<file path="src/rtl/xor_update_issuer_if.sv">
// Bundles the op request stream, the table-side issue/write signals, the query result stream
// and the status outputs of xor_update_issuer.
interface xor_update_issuer_if #(
  parameter int NUM_MUL     = 4,
  parameter int INDEX_WIDTH = 12,
  parameter int DATA_WIDTH  = 64
);
  logic                          in_valid;
  logic                          in_ready;
  logic                          in_op;
  logic [INDEX_WIDTH-1:0]        in_index;
  logic [NUM_MUL*DATA_WIDTH-1:0] in_data;
  logic [NUM_MUL-1:0]            in_mask;

  logic [INDEX_WIDTH-1:0]        rd_index;
  logic [INDEX_WIDTH-1:0]        write_reg_0_index;
  logic                          write_reg_0_valid;
  logic [NUM_MUL*DATA_WIDTH-1:0] rd_out_update;
  logic [NUM_MUL*DATA_WIDTH-1:0] write_reg_11_xor;
  logic [NUM_MUL-1:0]            arbiter_result;

  logic                          q_valid;
  logic                          q_ready;
  logic [INDEX_WIDTH-1:0]        q_index;
  logic [NUM_MUL*DATA_WIDTH-1:0] q_data;

  logic                          init_done;
  logic [31:0]                   stat_updates;
  logic [31:0]                   stat_queries;

  modport slave (
    input  in_valid, in_op, in_index, in_data, in_mask, rd_out_update, q_ready,
    output in_ready, rd_index, write_reg_0_index, write_reg_0_valid, write_reg_11_xor,
           arbiter_result, q_valid, q_index, q_data, init_done, stat_updates, stat_queries
  );

  modport master (
    output in_valid, in_op, in_index, in_data, in_mask, rd_out_update, q_ready,
    input  in_ready, rd_index, write_reg_0_index, write_reg_0_valid, write_reg_11_xor,
           arbiter_result, q_valid, q_index, q_data, init_done, stat_updates, stat_queries
  );
endinterface

</file>
<file path="src/rtl/xor_update_issuer.sv">
// Request-side front end of the banked XOR-hash table: zero-fill sweep after reset, fixed
// 2-cycle issue/write pipeline, buffered query results. Define XOR_ISSUER_STATS_EN for op counters.
module xor_update_issuer #(
  parameter int NUM_MUL     = 4,
  parameter int INDEX_WIDTH = 12,
  parameter int DATA_WIDTH  = 64,
  parameter int Q_DEPTH     = 4
) (
  input logic                clk,
  input logic                reset,
  xor_update_issuer_if.slave bus
);
  localparam int LW = NUM_MUL * DATA_WIDTH;
  localparam int PW = $clog2(Q_DEPTH);
  localparam int CW = PW + 2;
  // Last issued index reaches stage 11 while the counter reads depth+1.
  localparam logic [INDEX_WIDTH:0] INIT_END = (INDEX_WIDTH + 1)'((1 << INDEX_WIDTH) + 1);

  typedef enum logic {INIT, RUN} state_t;

  state_t                 state;
  logic [INDEX_WIDTH:0]   init_cnt;
  logic                   init_done_q;
  logic [INDEX_WIDTH-1:0] rd_index_q;

  logic                   run_ok;
  logic                   init_issue;
  logic                   accept;
  logic                   q_full_pred;
  logic [CW-1:0]          q_inflight;
  logic [INDEX_WIDTH-1:0] rd_idx_c;

  logic                   vld_p0, op_p0;
  logic [INDEX_WIDTH-1:0] idx_p0;
  logic [LW-1:0]          data_p0;
  logic [NUM_MUL-1:0]     mask_p0;

  logic                   vld_p1, op_p1;
  logic [INDEX_WIDTH-1:0] idx_p1;
  logic [LW-1:0]          data_p1;
  logic [NUM_MUL-1:0]     mask_p1;

  logic                   vld_p2, op_p2;
  logic [INDEX_WIDTH-1:0] idx_p2;
  logic [LW-1:0]          data_p2;
  logic [NUM_MUL-1:0]     mask_p2;

  logic [CW-1:0]          q_cnt;
  logic [PW-1:0]          wr_ptr, rd_ptr;
  logic [INDEX_WIDTH-1:0] qi_mem [Q_DEPTH];
  logic [LW-1:0]          qd_mem [Q_DEPTH];
  logic                   q_valid_c;
  logic                   push, pop;

  // Stage 0: accept/issue, combinational from the request
  always_comb begin
    run_ok       = (state == RUN) && !reset;
    init_issue   = (state == INIT) && !init_cnt[INDEX_WIDTH] && !reset;
    q_inflight   = CW'(vld_p1 & op_p1) + CW'(vld_p2 & op_p2);
    q_full_pred  = (q_cnt + q_inflight) >= CW'(Q_DEPTH);
    bus.in_ready = run_ok && (!bus.in_op || !q_full_pred);
    accept       = bus.in_valid && bus.in_ready;

    vld_p0  = init_issue || accept;
    op_p0   = run_ok && bus.in_op;
    idx_p0  = run_ok ? bus.in_index : init_cnt[INDEX_WIDTH-1:0];
    data_p0 = run_ok ? bus.in_data : '0;
    mask_p0 = run_ok ? bus.in_mask : '1;

    rd_idx_c              = vld_p0 ? idx_p0 : rd_index_q;
    bus.rd_index          = rd_idx_c;
    bus.write_reg_0_index = rd_idx_c;
    bus.write_reg_0_valid = vld_p0 && !op_p0;
  end

  // Stage 11: write-back and query capture
  always_comb begin
    bus.arbiter_result   = (vld_p2 && !op_p2) ? mask_p2 : '0;
    bus.write_reg_11_xor = (state == RUN) ? (bus.rd_out_update ^ data_p2) : '0;
    push                 = vld_p2 && op_p2;
    q_valid_c            = (q_cnt != '0);
    pop                  = q_valid_c && bus.q_ready;
    bus.q_valid          = q_valid_c;
    bus.q_index          = q_valid_c ? qi_mem[rd_ptr] : '0;
    bus.q_data           = q_valid_c ? qd_mem[rd_ptr] : '0;
  end

  assign bus.init_done = init_done_q;

  always_ff @(posedge clk) begin
    if (reset) begin
      state       <= INIT;
      init_cnt    <= '0;
      init_done_q <= 1'b0;
      rd_index_q  <= '0;
      vld_p1      <= 1'b0;
      vld_p2      <= 1'b0;
      q_cnt       <= '0;
      wr_ptr      <= '0;
      rd_ptr      <= '0;
    end else begin
      case (state)
        INIT: begin
          if (init_cnt == INIT_END) begin
            state       <= RUN;
            init_done_q <= 1'b1;
          end else begin
            init_cnt <= init_cnt + (INDEX_WIDTH + 1)'(1);
          end
        end
        default: ;
      endcase
      rd_index_q <= rd_idx_c;
      vld_p1     <= vld_p0;
      vld_p2     <= vld_p1;
      if (push) wr_ptr <= wr_ptr + PW'(1);
      if (pop)  rd_ptr <= rd_ptr + PW'(1);
      q_cnt <= q_cnt + CW'(push) - CW'(pop);
    end
  end

  // Stage 1 -> stage 11 payload and FIFO storage carry no reset
  always_ff @(posedge clk) begin
    op_p1   <= op_p0;
    idx_p1  <= idx_p0;
    data_p1 <= data_p0;
    mask_p1 <= mask_p0;
    op_p2   <= op_p1;
    idx_p2  <= idx_p1;
    data_p2 <= data_p1;
    mask_p2 <= mask_p1;
    if (push) begin
      qi_mem[wr_ptr] <= idx_p2;
      qd_mem[wr_ptr] <= bus.rd_out_update;
    end
  end

`ifdef XOR_ISSUER_STATS_EN
  logic [31:0] stat_upd_q;
  logic [31:0] stat_qry_q;

  always_ff @(posedge clk) begin
    if (reset) begin
      stat_upd_q <= '0;
      stat_qry_q <= '0;
    end else if (state == RUN) begin
      if (vld_p2 && !op_p2) stat_upd_q <= stat_upd_q + 32'd1;
      if (pop)              stat_qry_q <= stat_qry_q + 32'd1;
    end
  end

  assign bus.stat_updates = stat_upd_q;
  assign bus.stat_queries = stat_qry_q;
`else
  assign bus.stat_updates = '0;
  assign bus.stat_queries = '0;
`endif
endmodule
</file>
<file path="src/flat_wrapper.sv">
// flat-port wrapper written by rule: the top's interface ports become plain ports
module xor_update_issuer_flat 
#(
  parameter int NUM_MUL     = 4,
  parameter int INDEX_WIDTH = 12,
  parameter int DATA_WIDTH  = 64,
  parameter int Q_DEPTH     = 4
)
  (clk, reset, bus_in_valid, bus_in_op, bus_in_index, bus_in_data, bus_in_mask, bus_rd_out_update, bus_q_ready, bus_in_ready, bus_rd_index, bus_write_reg_0_index, bus_write_reg_0_valid, bus_write_reg_11_xor, bus_arbiter_result, bus_q_valid, bus_q_index, bus_q_data, bus_init_done, bus_stat_updates, bus_stat_queries);
  xor_update_issuer_if #(.NUM_MUL(NUM_MUL), .INDEX_WIDTH(INDEX_WIDTH), .DATA_WIDTH(DATA_WIDTH)) bus_i ();
  input logic clk;
  input logic reset;
  input wire logic [$bits(bus_i.in_valid)-1:0] bus_in_valid;
  input wire logic [$bits(bus_i.in_op)-1:0] bus_in_op;
  input wire logic [$bits(bus_i.in_index)-1:0] bus_in_index;
  input wire logic [$bits(bus_i.in_data)-1:0] bus_in_data;
  input wire logic [$bits(bus_i.in_mask)-1:0] bus_in_mask;
  input wire logic [$bits(bus_i.rd_out_update)-1:0] bus_rd_out_update;
  input wire logic [$bits(bus_i.q_ready)-1:0] bus_q_ready;
  output wire logic [$bits(bus_i.in_ready)-1:0] bus_in_ready;
  output wire logic [$bits(bus_i.rd_index)-1:0] bus_rd_index;
  output wire logic [$bits(bus_i.write_reg_0_index)-1:0] bus_write_reg_0_index;
  output wire logic [$bits(bus_i.write_reg_0_valid)-1:0] bus_write_reg_0_valid;
  output wire logic [$bits(bus_i.write_reg_11_xor)-1:0] bus_write_reg_11_xor;
  output wire logic [$bits(bus_i.arbiter_result)-1:0] bus_arbiter_result;
  output wire logic [$bits(bus_i.q_valid)-1:0] bus_q_valid;
  output wire logic [$bits(bus_i.q_index)-1:0] bus_q_index;
  output wire logic [$bits(bus_i.q_data)-1:0] bus_q_data;
  output wire logic [$bits(bus_i.init_done)-1:0] bus_init_done;
  output wire logic [$bits(bus_i.stat_updates)-1:0] bus_stat_updates;
  output wire logic [$bits(bus_i.stat_queries)-1:0] bus_stat_queries;
  assign bus_i.in_valid = bus_in_valid;
  assign bus_i.in_op = bus_in_op;
  assign bus_i.in_index = bus_in_index;
  assign bus_i.in_data = bus_in_data;
  assign bus_i.in_mask = bus_in_mask;
  assign bus_i.rd_out_update = bus_rd_out_update;
  assign bus_i.q_ready = bus_q_ready;
  assign bus_in_ready = bus_i.in_ready;
  assign bus_rd_index = bus_i.rd_index;
  assign bus_write_reg_0_index = bus_i.write_reg_0_index;
  assign bus_write_reg_0_valid = bus_i.write_reg_0_valid;
  assign bus_write_reg_11_xor = bus_i.write_reg_11_xor;
  assign bus_arbiter_result = bus_i.arbiter_result;
  assign bus_q_valid = bus_i.q_valid;
  assign bus_q_index = bus_i.q_index;
  assign bus_q_data = bus_i.q_data;
  assign bus_init_done = bus_i.init_done;
  assign bus_stat_updates = bus_i.stat_updates;
  assign bus_stat_queries = bus_i.stat_queries;
  xor_update_issuer #(.NUM_MUL(NUM_MUL), .INDEX_WIDTH(INDEX_WIDTH), .DATA_WIDTH(DATA_WIDTH), .Q_DEPTH(Q_DEPTH)) u_core (.clk(clk), .reset(reset), .bus(bus_i));
endmodule
</file>
<file path="config.mk">
export PLATFORM = sky130hd
export DESIGN_NAME = xor_update_issuer_flat
export DESIGN_NICKNAME = d
export VERILOG_FILES = /design/src/rtl/xor_update_issuer_if.sv /design/src/rtl/xor_update_issuer.sv /design/src/flat_wrapper.sv
export SDC_FILE = /design/constraint.sdc
export NUM_CORES = 2
export LEC_CHECK = 0
export CAP_MARGIN = 15
export CORE_AREA = 4 4 442 444
export CTS_CLUSTER_DIAMETER = 120
export DETAILED_ROUTE_END_ITERATION = 12
export DIE_AREA = 0 0 446 448
export PLACE_DENSITY = 0.57
export SYNTH_ARGS = -nofsm -noshare
export SYNTH_HDL_FRONTEND = slang
export SYNTH_SLANG_ARGS = --single-unit
</file>
<file path="constraint.sdc">
create_clock -name clk -period 19.8 [get_ports clk]
set_input_delay 4.95 -clock clk [delete_from_list [all_inputs] [get_ports clk]]
set_output_delay 4.95 -clock clk [all_outputs]
set_load 0.05 [all_outputs]
</file>
# Word-level counts from Yosys, hierarchy flattened
# Memory sizes are Yosys's and may differ from the RTL's. A register that Yosys moved wholly into a read port is not among the register bits.
# Cells that the tools add are included.
# W data, S select, Z words.
# word_totals
n_memories	2
ramBits	1072
word_cells	68
register_bits	583
# memory_table
memory	depth	width	read_ports	rd_ports_with_merged_regs	write_ports	line	source
u_core.qd_mem	4	256	1	1	1	xor_update_issuer.sv:51	logic [LW-1:0] qd_mem [Q_DEPTH];
u_core.qi_mem	4	12	1	1	1	xor_update_issuer.sv:50	logic [INDEX_WIDTH-1:0] qi_mem [Q_DEPTH];
# op_classes
addsub	7
magnitude_cmp	1
bitwise	5
muxes	14
eq_ne	1
n_reduce_logical	21
# op_table
operator	count
$mux W256	2
$xor A256 B256 Y256	1
$mux W12	3
$add A13 B1 Y13 const B	1
$eq A13 B13 Y1 const B	1
$logic_and A1 B1 Y1	10
$add A4 B4 Y4	2
$mux W2	4
$logic_not A1 Y1	6
$add A2 B1 Y2 const B	2
$add A4 B1 Y4	1
$ge A4 B3 Y1 const B	1
$mux W1	4
$mux W4	1
$reduce_and A2 Y1	2
$reduce_bool A4 Y1	1
$sub A4 B1 Y4	1
$and A1 B1 Y1	2
$logic_or A1 B1 Y1	2
$not A1 Y1	2

# Longest topological paths before layout
# depth
word_depth	10
depth_mapped	12
depth_no_buf	11

# Worst setup path before layout
# OpenSTA, ideal clock, no wires.
# synth_path
path_type	input to output
from	in bus_in_op
to	out bus_write_reg_0_index[10]
path_stages	6
required_time_ps	14850
path_slack_ps	7281
arrival_time_ps	7569
path_cell_list	nand3b_1 -> a21oi_1 -> a211oi_4 -> buf_4 -> mux2i_1 -> buf_4
# synth_via
elab_chain_len	6
# synth_lines
item	line	source
start: declaration	flat_wrapper.sv:14	input wire logic [$bits(bus_i.in_op)-1:0] bus_in_op;
$logic_not A1 Y1	xor_update_issuer.sv:61	bus.in_ready = run_ok && (!bus.in_op || !q_full_pred);
$logic_or A1 B1 Y1	xor_update_issuer.sv:61	
$logic_and A1 B1 Y1	xor_update_issuer.sv:61	
$logic_and A1 B1 Y1	xor_update_issuer.sv:62	accept = bus.in_valid && bus.in_ready;
$logic_or A1 B1 Y1	xor_update_issuer.sv:64	vld_p0 = init_issue || accept;
$mux W12	xor_update_issuer.sv:70	rd_idx_c = vld_p0 ? idx_p0 : rd_index_q;
end: declaration	flat_wrapper.sv:22	output wire logic [$bits(bus_i.write_reg_0_index)-1:0] bus_write_reg_0_index;
# No other way between the ends.

# Worst setup path after layout
# layout_path
from	in reset
to	out bus_write_reg_0_index[0]
# layout_via
elab_chain_len	6
elab_cells_between_ends	8
# layout_lines
item	line	source
start: declaration	flat_wrapper.sv:12	input logic reset;
$logic_not A1 Y1 (*)	xor_update_issuer.sv:57, xor_update_issuer.sv:58	
$logic_and A1 B1 Y1	xor_update_issuer.sv:57	run_ok = (state == RUN) && !reset;
$logic_and A1 B1 Y1	xor_update_issuer.sv:61	
$logic_and A1 B1 Y1	xor_update_issuer.sv:62	
$logic_or A1 B1 Y1	xor_update_issuer.sv:64	
$mux W12 (*)	xor_update_issuer.sv:70	
# Every way passes the cells marked *; elsewhere a longest branch is shown, timed or not.

==> results.cfg <==
[run_status]
status = finished, final reports clean

[setup_path]
slowest_delay_ps = 910
worstPathArrival_ps = 8820
endpoint_kind = output port
crit_required_ps = 14850
slowest_stage = clkdlybuf4s50_1
crit_path_start_kind = input port
path_class = in -> out
cp_max_fo = 88
crit_path_cell_trace = buf_2 -> buf_4 -> nor2b_4 -> buf_4 -> mux2i_1 -> mux2i_1 -> clkdlybuf4s50_1

[clocking]
h-tree-depth = 4
clock-sinks = 1657
cts_resized = 0
insertion_delay_ps = 810
cts_buffers = 178
cts_max_path_buffers = 3
path_clk_slew_ps = 50
cts-root-buf = clkbuf_16
tritoncts = yes
post_cts_buffers = 0
cts_hold_buf = 0

[sta]
timing.fmax_mhz = 72.6
setup_tns_ps = 0
worst_slack_ps = 6030
period_needed_ps = 13770
tightest_slew_ps = 1350
holdWs_ps = 314
rsz0062_at_grt = false
timing.final.crit_share_pct = 69.5
slew-limit-headroom_pct = 10.1
setup_viol = 0
hold_viol_final = 0
finalMaxSlewViolations = 0
fin_skew_ps = 19.3

[placed_design]
gp_congestion = 0.868
dpl_worst_slack_ps = 5990
placed_cells = 6893
dpl.hpwl_mm = 118
portBuffers = 1088

[route]
dr_wl_met2_mm = 88.8
drt-initial-drc-count = 1835
first_pass_iters = 6
drt_wl_total_mm = 173
dr_wl_met3_mm = 10.8
routed-via-count = 31800
wl_met1_mm = 66.0
postRouteAntennaNets = 0
vias_per_cell = 4.39
highest_layer = met5
wl_per_cell_um = 23.8
drc = 0

[global_routing]
antenna_found_initial = 33
grt_usage_pct = 16.8
grt_pass1_wl_mm = 241
overflow = 0
grt_pass1_vias = 33100
grt_max_degree = 169

[run]
drv_cap = 0

[synthesis]
ys.flop_type = edfxtp_1
ys_types = 48
yosysTopAreaCellShare_pct = 54.4
synth_edf_count = 1072
synth_area_um2 = 59100
synth_seq_cells = 1657
synth-async-reset-ratio_pct = 0
synthTopCellsByArea = edfxtp_1, dfxtp_1, mux4_2, and2_1, xnor2_1
syn_area_per_cell_um2 = 17.3
synth-seq-area-share_pct = 74.2
ys.warnings.count = 0
syn_inst = 3411
yosys.area.top_type = edfxtp_1

[floorplanning]
dieWidth_um = 446
std_cell_rows = 161
start_util_pct = 30.9
core_area_um2 = 192000
fp.dieH_um = 448
io-pin-count = 1153
die-area_um2 = 200000

[finish]
area_growth_pct = 32.8
stdcell_count = 7247
layout_common_cells = clkdlybuf4s50_1, edfxtp_1, dfxtp_1, and2_1, nor2_1
drive_gt1_share_pct = 13.0
final_util_pct = 41.0
nNetsFinal = 5094
fill_cells = 17500
final_common_cell = clkdlybuf4s50_1

[power_and_ir_drop]
irDropWorstVdd_v = 0.000113
power.density_nw_per_um2 = 134
p_leak_nw = 26.1

[min_path]
hold_class = reg -> reg
-- cell families after synthesis --
logic type / Yosys count / share of synthesized area (%)
buffers and inverters: 271 / 2.30
other: 1 / 0.00634
multiplexers: 304 / 10.9
XOR/XNOR: 271 / 4.01
adder cells (fa/ha/maj): 14 / 0.309
flip-flops: 1657 / 74.2
AO/OA/AOI/OAI: 20 / 0.283
AND/OR/NAND/NOR: 873 / 7.98
-- synth_stat cells, drive strengths merged, types with 4 or more instances --
| master | instances |
|---|---|
| buf | 128 |
| xnor2 | 261 |
| nand2b | 4 |
| a21oi | 7 |
| nor2 | 299 |
| nand2 | 6 |
| inv | 36 |
| mux4 | 268 |
| and3 | 5 |
| edfxtp | 1072 |
| nand3 | 5 |
| and2 | 531 |
| ha | 13 |
| mux2i | 24 |
| nor2b | 5 |
| dfxtp | 585 |
| xor2 | 10 |
| mux2 | 12 |
| clkbuf | 106 |
-- report_power, final --
part | total [mW] | internal (mW) | switching (mW)
Clock | 3.30 | 1.93 | 1.38
Combinational | 3.48 | 1.22 | 2.26
Sequential | 3.73 | 3.68 | 0.0456
Total | 10.5 | 6.83 | 3.68
-- path summary, 6_finish.rpt --
check	slack [ps]	end	startpoint	cells past startpoint
hold / removal	310	u_core.data_p2[71]	u_core.data_p1[71]	0
setup / recovery	6030	bus_write_reg_0_index[0]	reset	7
setup reg to reg	15980	u_core.q_cnt[2]	u_core.q_cnt[2]	12
hold reg to reg	310	u_core.data_p2[71]	u_core.data_p1[71]	0
-- area by class of cell --
cell class / instances / area, µm² / share of cell area [%]
repair buffers: 1127 / 11200 / 14.3
well taps: 2526 / 3160 / 4.02
inverters: 37 / 146 / 0.186
clock inverters: 72 / 679 / 0.865
flip-flops and latches: 1657 / 43900 / 55.9
clock buffers: 260 / 5200 / 6.63
diodes: 22 / 55.1 / 0.0701
multi-input cells: 1546 / 14100 / 18.0
-- sequential cells by signal, indices dropped and copies added (netlist names), named ones only --
register	cells
u_core.qd_mem	1024
u_core.data_p1	256
u_core.data_p2	256
u_core.qi_mem	48
u_core.init_cnt	13
u_core.idx_p1	12
u_core.idx_p2	12
u_core.rd_index_q	12
u_core.mask_p1	4
u_core.mask_p2	4
u_core.q_cnt	4
u_core.rd_ptr	2
u_core.wr_ptr	2
u_core.bus.init_done	1
u_core.op_p1	1
u_core.op_p2	1
u_core.state	1
u_core.vld_p1	1
u_core.vld_p2	1
-- layer usage --
metal | global-route usage [%] | vias up
li1 | - | 14400
met1 | 19.3 | 16100
met2 | 29.0 | 939
met3 | 4.91 | 294
met4 | 7.24 | 10
met5 | 0.216 | -
-- critical path, delay by kind of cell --
| kind | cells | cell delay (ps) |
|---|---|---|
| mux | 2 | 780 |
| buf+inv | 4 | 2170 |
| simple gates | 1 | 720 |
-- metrics by stage --
stage	instance area (µm²)	power, mW
2_1_floorplan	59400	6.00
3_3_place_gp	72600	7.37
3_5_place_dp	72600	7.36
4_1_cts	78500	10.7
5_1_grt	78500	10.9
6_report	78500	10.5
No activity file was read; power rests on OpenSTA's default activity.
